===== config.mk =====
export PLATFORM = sky130hd
export DESIGN_NAME = fir_practice_flat
export DESIGN_NICKNAME = d
export VERILOG_FILES = /design/src/rtl/fir_practice_if.sv /design/src/rtl/fir_practice.sv /design/src/flat_wrapper.sv
export SDC_FILE = /design/constraint.sdc
export NUM_CORES = 2
export LEC_CHECK = 0
export ABC_AREA = 0
export CORE_ASPECT_RATIO = 1.1
export CORE_UTILIZATION = 44
export CTS_CLUSTER_SIZE = 25
export DETAILED_ROUTE_END_ITERATION = 6
export PLACE_DENSITY = 0.57
export SLEW_MARGIN = 20
export SYNTH_ARGS = -nofsm -noshare
export SYNTH_HDL_FRONTEND = slang
export SYNTH_SLANG_ARGS = --single-unit

===== constraint.sdc =====
create_clock -name cordic_clk -period 12.6 [get_ports cordic_clk]
set_input_delay 2.52 -clock cordic_clk [delete_from_list [all_inputs] [get_ports cordic_clk]]
set_output_delay 2.52 -clock cordic_clk [all_outputs]
set_load 0.005 [all_outputs]

===== src/rtl/fir_practice_if.sv =====
// Sample bus between the CORDIC tone source and the FIR smoothing filter.
// The filter paces the source: the source drives NOISE_SIGNAL, the filter
// reports the capture cycle and returns filtered samples.
interface fir_practice_if #(
    parameter int OUT_W = 16
);
    logic signed [OUT_W-1:0] NOISE_SIGNAL;
    logic                    SAMPLE_STROBE;
    logic signed [OUT_W-1:0] FILTERED_SIGNAL;
    logic                    FILTERED_VALID;

    // Sample source / result consumer side
    modport master (
        output NOISE_SIGNAL,
        input  SAMPLE_STROBE,
        input  FILTERED_SIGNAL,
        input  FILTERED_VALID
    );

    // Filter side
    modport slave (
        input  NOISE_SIGNAL,
        output SAMPLE_STROBE,
        output FILTERED_SIGNAL,
        output FILTERED_VALID
    );
endinterface


===== src/rtl/fir_practice.sv =====
// 9-tap symmetric low-pass FIR in the cordic_clk domain.
// Takes one sample every SAMPLE_DIV clocks, Q15 coefficients, round half up,
// saturating 16-bit signed output registered one clock after the shift.
module fir_practice #(
    parameter int SAMPLE_DIV = 5,
    parameter int OUT_W      = 16,
    parameter int COEF_W     = 16
) (
    input  logic          cordic_clk,
    input  logic          RSTN,
    fir_practice_if.slave bus
);
    localparam int TAPS   = 9;
    localparam int HALF   = 4;              // index of the centre tap
    localparam int CNT_W  = (SAMPLE_DIV > 2) ? $clog2(SAMPLE_DIV) : 1;
    localparam int ACC_W  = 36;
    localparam int PRE_W  = OUT_W + 1;      // symmetric pair sum needs one extra bit
    localparam int FRAC   = 15;
    localparam int STAGES = 1;

    // Unique half of the symmetric impulse response; h[k] == h[8-k]
    localparam logic signed [COEF_W-1:0] H [0:HALF] = '{
        16'sd306, 16'sd1560, 16'sd4011, 16'sd6623, 16'sd7768
    };

    localparam logic signed [ACC_W-1:0] Y_MAX = ACC_W'(2**(OUT_W-1) - 1);
    localparam logic signed [ACC_W-1:0] Y_MIN = -Y_MAX - ACC_W'(1);
    localparam logic signed [ACC_W-1:0] RND   = ACC_W'(2**(FRAC-1));

    logic [CNT_W-1:0]        r_cnt;
    logic                    w_strobe;
    logic signed [OUT_W-1:0] r_x [0:TAPS-1];
    logic signed [PRE_W-1:0] w_pre  [0:HALF];
    logic signed [ACC_W-1:0] w_prod [0:HALF];
    logic signed [ACC_W-1:0] w_acc;
    logic signed [ACC_W-1:0] w_rnd;
    logic signed [ACC_W-1:0] w_shr;
    logic signed [OUT_W-1:0] w_y;
    logic signed [OUT_W-1:0] r_y;
    logic [STAGES:0]         r_vld_pipe;

    // Strobe is decoded straight from the counter; counter is 0 in reset so no
    // strobe can leak out while RSTN is low.
    assign w_strobe          = (r_cnt == CNT_W'(SAMPLE_DIV - 1));
    assign bus.SAMPLE_STROBE = w_strobe;

    // Sample-rate divider: 0..SAMPLE_DIV-1, wrapping on the strobe cycle
    always_ff @(posedge cordic_clk or negedge RSTN) begin
        if (!RSTN)         r_cnt <= '0;
        else if (w_strobe) r_cnt <= '0;
        else               r_cnt <= r_cnt + CNT_W'(1);
    end

    // Delay line: shifts only on strobe edges, input ignored otherwise
    always_ff @(posedge cordic_clk or negedge RSTN) begin
        if (!RSTN) begin
            for (int k = 0; k < TAPS; k++) r_x[k] <= '0;
        end else if (w_strobe) begin
            r_x[0] <= bus.NOISE_SIGNAL;
            for (int k = 1; k < TAPS; k++) r_x[k] <= r_x[k-1];
        end
    end

    // Pre-add mirrored taps so only five multipliers are needed; exact, since
    // the pair sum is carried at full PRE_W width.
    genvar g;
    generate
        for (g = 0; g < HALF; g++) begin : g_pair
            assign w_pre[g] = PRE_W'(r_x[g]) + PRE_W'(r_x[TAPS-1-g]);
        end
        assign w_pre[HALF] = PRE_W'(r_x[HALF]);

        for (g = 0; g <= HALF; g++) begin : g_mul
            assign w_prod[g] = ACC_W'(w_pre[g]) * ACC_W'(H[g]);
        end
    endgenerate

    // Full-precision accumulation of the five partial products
    always_comb begin
        w_acc = '0;
        for (int k = 0; k <= HALF; k++) w_acc = w_acc + w_prod[k];
    end

    assign w_rnd = w_acc + RND;
    assign w_shr = w_rnd >>> FRAC;

    // Clamp the rounded Q15 result to the output range
    always_comb begin
        w_y = w_shr[OUT_W-1:0];
        if (w_shr > Y_MAX)      w_y = Y_MAX[OUT_W-1:0];
        else if (w_shr < Y_MIN) w_y = Y_MIN[OUT_W-1:0];
    end

    // Valid pipeline: stage 0 marks the shift edge, stage 1 marks the output load
    always_ff @(posedge cordic_clk or negedge RSTN) begin
        if (!RSTN) r_vld_pipe <= '0;
        else       r_vld_pipe <= {r_vld_pipe[STAGES-1:0], w_strobe};
    end

    // Output register: loads from the freshly shifted delay line, holds otherwise
    always_ff @(posedge cordic_clk or negedge RSTN) begin
        if (!RSTN)              r_y <= '0;
        else if (r_vld_pipe[0]) r_y <= w_y;
    end

    assign bus.FILTERED_SIGNAL = r_y;
    assign bus.FILTERED_VALID  = r_vld_pipe[STAGES];
endmodule


===== src/flat_wrapper.sv =====
// flat-port wrapper written by rule: the top's interface ports become plain ports
module fir_practice_flat 
#(
    parameter int SAMPLE_DIV = 5,
    parameter int OUT_W      = 16,
    parameter int COEF_W     = 16
)
  (cordic_clk, RSTN, bus_NOISE_SIGNAL, bus_SAMPLE_STROBE, bus_FILTERED_SIGNAL, bus_FILTERED_VALID);
  fir_practice_if #(.OUT_W(OUT_W)) bus_i ();
  input  logic cordic_clk;
  input  logic RSTN;
  input wire logic [$bits(bus_i.NOISE_SIGNAL)-1:0] bus_NOISE_SIGNAL;
  output wire logic [$bits(bus_i.SAMPLE_STROBE)-1:0] bus_SAMPLE_STROBE;
  output wire logic [$bits(bus_i.FILTERED_SIGNAL)-1:0] bus_FILTERED_SIGNAL;
  output wire logic [$bits(bus_i.FILTERED_VALID)-1:0] bus_FILTERED_VALID;
  assign bus_i.NOISE_SIGNAL = bus_NOISE_SIGNAL;
  assign bus_SAMPLE_STROBE = bus_i.SAMPLE_STROBE;
  assign bus_FILTERED_SIGNAL = bus_i.FILTERED_SIGNAL;
  assign bus_FILTERED_VALID = bus_i.FILTERED_VALID;
  fir_practice #(.SAMPLE_DIV(SAMPLE_DIV), .OUT_W(OUT_W), .COEF_W(COEF_W)) u_core (.cordic_clk(cordic_clk), .RSTN(RSTN), .bus(bus_i));
endmodule

==> metrics.txt <==
Ys Warns=0; antenna violations before repair=1; Post-synth EDFFs=0; Async SR Flop Fraction=100%; final WL=~78000 um; Net Count, Synth=slightly above 4k; Worst R2R Path Depth=43; WP data arrival=12.42 ns; flops & latches, synth=about 170; Worst-Skew Late Latency=0.48 ns; Die H=about 280 um; max cap viols=0; antenna cell count=0; WHS Path Cells=1; vias=~21k; Layout Nets=~4.1k; status=complete, no violations; Die Area=around 71000 um^2; placed standard-cell area=approximately 33000 um^2; fillcell total=about 6.4k; io pins=36; largest net degree at the start of global routing=72; routed wire length per instance=about 19 um; CTS tree=done; synthesized netlist cell count=roughly 3.1k; core area=approximately 70000 um^2; Min-Delay Path Class=reg2reg; Fmax=82.8 MHz; Crit path largest cell delay=around 0.55 ns; crit path time final=about 12 ns; r2r endpoint=u_core.bus.FILTERED_SIGNAL[6]; startpoint types=flip-flop; vias in the first global route=~23k; Yosys cell types=79; Seq/Total Area, Yosys=between 10% and 20%; DIE WIDTH=~250 um; Worst Hold Endpoint=u_core.r_cnt[0]; maximum root-to-sink buffer count=2; clk sinks=about 170; Slew Limit Fails=0; max_slew headroom=about a third; design area=between 30000 and 40000 um^2; WS Path Type=reg2reg; GRT overflow=0; Area Growth Syn to Fin=8.43%; TritonCTS Buffers=17; PortBufs=35; Hold Crit Start=u_core.r_cnt[0]; post-route antenna net violation count=0; Tot GR Track Use=a little under a quarter; Critical Path Source=u_core.r_x[54]; Total Neg Setup Slack=0 ns; # DRC=0; CP most frequent cell=fa_1; final hold violation count=0; Via density=between 5 and 6; violation count after the first detailed-route iteration=roughly 860; mean post-synth cell area=~10 um^2; crit path max fanout=8; clk slew on worst S/H paths=roughly 0.080 ns; htree depth=4; fin crit share=about 96%; Worst path slowest cell=fa_1; CP required=12.94 ns; Mapped Area=just over 30000 um^2; slew at the pin closest to its max-slew limit=~0.99 ns; layout cells sized above 1=between 8 and 9%; final setup vio count=0; FF-to-FF setup slack=~0.52 ns; initial core utilization=roughly 45%; Core Rows=a little over 100; global-route wire length before repair=~120000 um; DR pass1 iterations=5; ys flop type=dfrtp_1; Detail Placement HPWL=68100 um; Setup Skew=about 0.024 ns; endpoint class of the critical path=flip-flop; Reg-to-Reg Start=u_core.r_x[54]; clk root buf=clkbuf_16; final RePlAce weighted congestion=0.891
## flip-flops by register name, indices dropped and copies added (netlist names)
| signal | flops |
|---|---|
| u_core.bus.FILTERED_SIGNAL | 16 |
| u_core.r_cnt | 3 |
| u_core.r_vld_pipe | 2 |
| u_core.r_x | 144 |
## timing repair
action,CTS,global route
buffers inserted,3,3
endpoints found under the setup margin,15,15
hold buffers,0,0
pin swaps,1,8
cloned,0,1
gates resized for setup,2,28
## cells in the mapped netlist, types with 25 or more instances
library cell	count	area, um^2
a21oi_1	138	691
o21ai_0	85	425
nand2_1	73	274
o21bai_1	26	195
a21o_1	41	308
ha_1	529	6620
fa_1	440	8810
xor2_1	43	377
clkbuf_1	25	93.8
mux2_2	142	1600
xnor2_1	182	1590
nand3_1	41	205
o21a_1	27	203
inv_1	666	2500
nor2_1	127	477
dfrtp_1	165	4130
nor3_1	49	245
and3_1	27	169
## logic make-up after synthesis
group	Yosys count	synth area share [%]
AO/OA/AOI/OAI	438	9.37
XOR/XNOR	226	6.47
adder cells (fa/ha/maj)	970	50.1
buffers and inverters	701	8.62
flip-flops	165	13.4
multiplexers	150	5.45
AND/OR/NAND/NOR	418	6.58
## worst max-delay path: cells and delay by family, from the launching register on
family / cells / cell delay (ns)
fa+ha+maj: 11 / 5.13
xor+xnor: 4 / 0.85
buf+inv: 5 / 0.33
simple gates: 7 / 1.07
flops: 1 / 0.40
compound gates: 16 / 4.16
## layer usage
metal  share of wire, %  global-route usage, %
met2                 52                   41.5
met1                 43                   28.1
met3                1.5                   1.51
met4                2.9                   6.70
met5                  0                      0
## cell usage in the layout (no fill, tap or decap), types with 27 or more instances in the layout
cell and instances:
ha_1 529, nand3_1 41, xnor2_1 176, a21o_1 41
nor3_1 48, and3_1 27, xor2_1 42, inv_1 665
clkdlybuf4s50_1 34, fa_1 440, nand2_1 73, dfrtp_1 165
o21ai_0 84, nor2_1 126, buf_4 54, a21oi_1 135
mux2_2 142, o21a_1 27
## per-stage QoR
| stage | cells | hold WS [ns] | setup WS [ns] | util, % |
|---|---|---|---|---|
| floorplan | 3068 | 0.426 | 1.27 | - |
| global placement | 4047 | 0.443 | 0.229 | 47.1 |
| detailed placement | 4047 | 0.463 | -0.0678 | 47.1 |
| CTS | 4082 | 0.473 | 0.0543 | 48.1 |
| global route | 4086 | 0.494 | -0.0269 | 48.3 |
| finish | 4086 | 0.464 | 0.520 | 48.3 |
## how the worst max path moves through the flow
stage | depth (start not counted) | end
finish | 43 | u_core.bus.FILTERED_SIGNAL[6]
detailed placement | 42 | u_core.bus.FILTERED_SIGNAL[12]
global route | 43 | u_core.bus.FILTERED_SIGNAL[0]
global placement | 42 | u_core.bus.FILTERED_SIGNAL[12]
floorplan | 44 | u_core.bus.FILTERED_SIGNAL[10]
CTS | 43 | u_core.bus.FILTERED_SIGNAL[6]
## final cells by class
cell class	count	area [um^2]	share of cell area, %
Inverter	670	2530	7.56
Tap cell	927	1160	3.47
Clock inverter	15	205	0.614
Sequential cell	165	4130	12.4
Multi-Input combinational cell	2203	24200	72.5
Timing Repair Buffer	89	757	2.27
Clock buffer	17	425	1.27
Power is left out: the tool's default activity adds up to more than one toggle a clock period on the data nets, which glitch-free logic cannot reach.
